## src/rtl/tail_collector.sv

```systemverilog
// tail_collector: gathers a nibble-serial instruction (header + tail nibbles)
// into one parallel word, using the header-length decoder's one-hot result.
// Illegal headers are passed through flagged, and are counted in a saturating counter.
module tail_collector #(
    parameter int MAX_NIBS = 8,
    parameter int TAIL_W   = 4 * (MAX_NIBS - 1),
    parameter int ERRC_W   = 8
) (
    input  logic              clk,
    input  logic              reset_n,
    input  logic              in_valid,
    output logic              in_ready,
    input  logic [3:0]        in_nib,
    output logic [3:0]        hdr_ir,
    input  logic [3:0]        hdr_len,
    input  logic              flush,
    output logic              out_valid,
    input  logic              out_ready,
    output logic [3:0]        out_hdr,
    output logic [TAIL_W-1:0] out_tail,
    output logic [2:0]        out_tlen,
    output logic              out_err,
    output logic [ERRC_W-1:0] err_cnt
);

    localparam int NT = MAX_NIBS - 1;

    typedef enum logic [1:0] {IDLE, COLLECT, OUT} state_t;

    state_t               state;
    logic [2:0]           rem;
    logic [NT-1:0][3:0]   tail;
    logic [2:0]           idx;

    // Decoder sees the live stream nibble; it only matters in the header cycle.
    assign hdr_ir    = in_nib;
    // Flush takes priority over a nibble, so it also blocks acceptance.
    assign in_ready  = (state != OUT) && !flush;
    assign out_valid = (state == OUT);
    assign out_tail  = tail;
    // The first tail nibble lands in slot 0, and later nibbles go in increasing slots.
    assign idx       = out_tlen - rem;

    // Control FSM plus header, tail and error-counter registers.
    always_ff @(posedge clk or negedge reset_n) begin
        if (!reset_n) begin
            state    <= IDLE;
            rem      <= '0;
            tail     <= '0;
            out_hdr  <= '0;
            out_tlen <= '0;
            out_err  <= 1'b0;
            err_cnt  <= '0;
        end else begin
            case (state)
                IDLE: begin
                    if (!flush && in_valid) begin
                        out_hdr <= in_nib;
                        tail    <= '0;
                        out_err <= 1'b0;
                        case (hdr_len)
                            4'b0001: begin
                                out_tlen <= 3'd0;
                                state    <= OUT;
                            end
                            4'b0010: begin
                                out_tlen <= 3'd1;
                                rem      <= 3'd1;
                                state    <= COLLECT;
                            end
                            4'b0100: begin
                                out_tlen <= 3'd3;
                                rem      <= 3'd3;
                                state    <= COLLECT;
                            end
                            4'b1000: begin
                                out_tlen <= 3'd7;
                                rem      <= 3'd7;
                                state    <= COLLECT;
                            end
                            default: begin
                                // Zero or non-one-hot length: deliver the header flagged.
                                out_tlen <= 3'd0;
                                out_err  <= 1'b1;
                                state    <= OUT;
                                if (err_cnt != {ERRC_W{1'b1}})
                                    err_cnt <= err_cnt + 1'b1;
                            end
                        endcase
                    end
                end
                COLLECT: begin
                    if (flush) begin
                        rem   <= '0;
                        state <= IDLE;
                    end else if (in_valid) begin
                        tail[idx] <= in_nib;
                        rem       <= rem - 3'd1;
                        if (rem == 3'd1)
                            state <= OUT;
                    end
                end
                OUT: begin
                    if (out_ready) begin
                        out_err <= 1'b0;
                        state   <= IDLE;
                    end
                end
                default: state <= IDLE;
            endcase
        end
    end

endmodule

```

## config.mk

```make
export PLATFORM = sky130hd
export DESIGN_NAME = tail_collector
export DESIGN_NICKNAME = d
export VERILOG_FILES = /design/src/rtl/tail_collector.sv
export SDC_FILE = /design/constraint.sdc
export NUM_CORES = 1
export LEC_CHECK = 0
export ABC_AREA = 1
export BUFFER_PORTS_ARGS = -buffer_cell sky130_fd_sc_hd__clkbuf_2
export CORE_MARGIN = 2
export CORE_UTILIZATION = 57
export DETAILED_ROUTE_END_ITERATION = 10
export PLACE_DENSITY = 0.85
export SYNTH_ARGS = -nofsm -noshare
export SYNTH_HDL_FRONTEND = slang
export SYNTH_SLANG_ARGS = --single-unit
```

## constraint.sdc

```tcl
create_clock -name clk -period 2.7 [get_ports clk]
set_input_delay 0.135 -clock clk [delete_from_list [all_inputs] [get_ports clk]]
set_output_delay 0.135 -clock clk [all_outputs]
set_load 0.01 [all_outputs]
```

==> metrics <==
fin crit share 74.7%; Layout area overhead 17.5%; Placer Congestion 0.827; Reg2Reg Depth 11; commonest cells in the netlist nand2_1, dfrtp_1, nand3_1, inv_1, o21ai_0; synth top area cells dfrtp_1, nand2_1, nand3_1; post_cts resized 0; RR Startpoint out_tlen[0]; Via density 5.32; I/O pins 63; VDD IR-drop max 0.000464 V; Async S/R FF share, synth 100%; largest buffer count on any clock path 2; Synth Area in Simple Gates 31.0%; Crit path required time 2950 ps; top cell type's share of synthesized area 49.9%; Worst Path Arrival 2260 ps; via count 2219; Post-Layout Inst Area 0.00288 sq mm; pwr dens 821 mW/mm^2; switch share 42.6%; combinational power share 40.8%; Fillers 333; Int Pwr 1.36 mW; largest net degree at the start of global routing 50; r2r endpoint out_tail[10]; post-synthesis mux area share 0%; Cell Area, Placed 0.00279 sq mm; CTS Root Cell clkbuf_8; iteration count of the initial detailed-routing pass 4; Synth Area in Adders 2.85%; fin crit period 2020 ps; H-tree levels 2; Post-Route WL 5510 um; Antenna Cells 0; EDFF count, synth 0; Crit Path Class flip-flop to flip-flop; largest family of logic cells by synthesized area simple AND/OR/NAND/NOR gates; Synth Area in XOR/XNOR 2.50%; TritonCTS Buffers 5; Post-CTS Setup Repair Bufs 0; P_sw 1.01 mW; proportion of layout cells with a drive suffix above 1 22.3%; Clk pwr share 18.0%; area leader, netlist dfrtp_1; CTS tree built; Tightest Pin Transition 613 ps; top_reg_cell synth dfrtp_1; Core Util, Final 70.6%; worst hold path class input port to flip-flop; WL/cell 13.2 um; synthesized area 0.00245 sq mm; GRT Total Usage 23.9%; #FFs+latches synth 49; Synth cell types 22; fin nets 384; CTS clock-pin slew for the worst setup and hold paths 90 ps; Sequential Power Share 41.2%; Max Clock Freq 0.496 GHz; first-pass GRT wire length 9380 um; Setup crit start kind flip-flop; clk_skew 10.9 ps; Worst setup EP type flip-flop; # DRC 0; slew margin rel. 59.1%; RSZ-0062 raised after global routing false; core footprint 0.00409 sq mm; Post-Syn Instances 302; Skew-Pair Late Insertion Delay 310 ps; max-cap viol count 0; die area 0.00485 sq mm; Synth warnings 0; Syn Nets 320; row count 23; run status completed; grt ovf 0; crit path max fanout 6; Compound-Gate Fraction of Synth Area 6.93%; min-delay src in_nib[1]; Fin. Hold Viols 0; area of the multi-input gates 0.00106 sq mm; Register Area 0.00123 sq mm; clk sinks 49; IO Port Bufs 62; WHS Path Cells 3; DIE WIDTH 69.6 um; number of global-route vias before repair 2069; final setup fails 0; count leader, synth nand2_1; ANT nets after route 0; Detail Placement HPWL 4000 um; Final Max Tran Viols 0; Mean Syn Cell Area 8.13 sq um; antenna violations before repair 0; Initial Util 60.1%; FF-to-FF setup slack 680 ps; Seq/Total Area, Yosys 49.9%; Setup TNS 0 ps; Die Height 69.6 um; Iter 0 DRT Violations 141; Leak 1.64 nW; Worst Hold End out_hdr[1]
-- cell type report --
class,count,area share [%]
clock inverter,1,0.260
clock buffer,7,2.65
tap,50,2.17
inverter,32,4.16
sequential,49,42.5
multi-input combinational,214,36.9
timing repair buffer,64,11.4
-- layer usage --
metal / track usage [%] / up-vias / part of all wire (%)
met5: 0 / - / 0
met4: 7.48 / 0 / 0.73
met3: 5.09 / 8 / 5.6
met2: 40.5 / 73 / 50
met1: 30.8 / 1047 / 44
li1: - / 1091 / -
-- worst max-delay path, stage by stage, from the launching register on --
cell and delay (ps):
dfrtp_1 380, inv_1 70, ha_1 140, inv_1 40
fa_1 410, inv_1 100, nand3_1 80, nand2_1 180
nand2_1 110, nor2_1 280, nand2_1 100, nand2_1 90
-- through the flow --
| step | hold WS, ps | cells | setup WS (ps) | total power [mW] |
|---|---|---|---|---|
| 5_1_grt | 80.0 | 417 | 584 | 2.54 |
| 3_3_place_gp | 267 | 408 | 844 | 1.90 |
| 6_report | 94.6 | 417 | 684 | 2.37 |
| 4_1_cts | 91.3 | 417 | 740 | 2.36 |
| 2_1_floorplan | -161 | 302 | 878 | 1.65 |
| 3_5_place_dp | 273 | 408 | 767 | 1.93 |
-- cells in the final DEF (no fill, tap or decap), types with 2 or more instances in the layout --
master,instances
clkbuf_2,62
nor2_8,2
nand4_1,3
inv_1,29
o21ai_0,22
ha_1,4
nand2_4,2
nor3_2,3
clkbuf_8,5
dfrtp_1,49
a21oi_1,5
inv_2,3
nand3_1,31
clkbuf_1,2
nor2_1,15
xor2_1,7
nand2_1,107
nor3_1,2
o21ai_1,7
-- registers in the layout, indices dropped and copies added, names as in the netlist --
name,flops
state,2
out_tail,28
out_tlen,3
out_hdr,4
out_err,1
err_cnt,8
rem,3
-- worst max path at each step --
| stage | startpoint | end | slack (ps) |
|---|---|---|---|
| after floorplan | out_tlen[0] | out_tail[20] | 880 |
| after global placement | out_tlen[0] | out_tail[20] | 840 |
| after detailed placement | out_tlen[0] | out_tail[22] | 770 |
| after CTS | out_tlen[0] | out_tail[11] | 740 |
| after global routing | out_tlen[0] | out_tail[9] | 580 |
| final | out_tlen[0] | out_tail[10] | 680 |
-- power by group through the flow --
stage,registers (mW),clock network [mW],logic [mW]
floorplan,1.01,0,0.634
global placement,0.981,0,0.915
detailed placement,0.986,0,0.948
CTS,0.974,0.431,0.959
global route,0.995,0.460,1.08
finish,0.976,0.425,0.966
-- timing repair --
item	in CTS	in global routing
endpoints found under the hold margin	49	0
endpoints found under the setup margin	0	0
hold buffers	1	0
-- kinds of logic (layout without fill, tap and decap cells) --
logic type,after synthesis,count (layout)
flip-flops,49,49
buffers and inverters,39,104
XOR/XNOR,7,7
AO/OA/AOI/OAI,34,34
AND/OR/NAND/NOR,168,168
adder cells (fa/ha/maj),5,5
No activity file was read; power rests on OpenSTA's default activity.
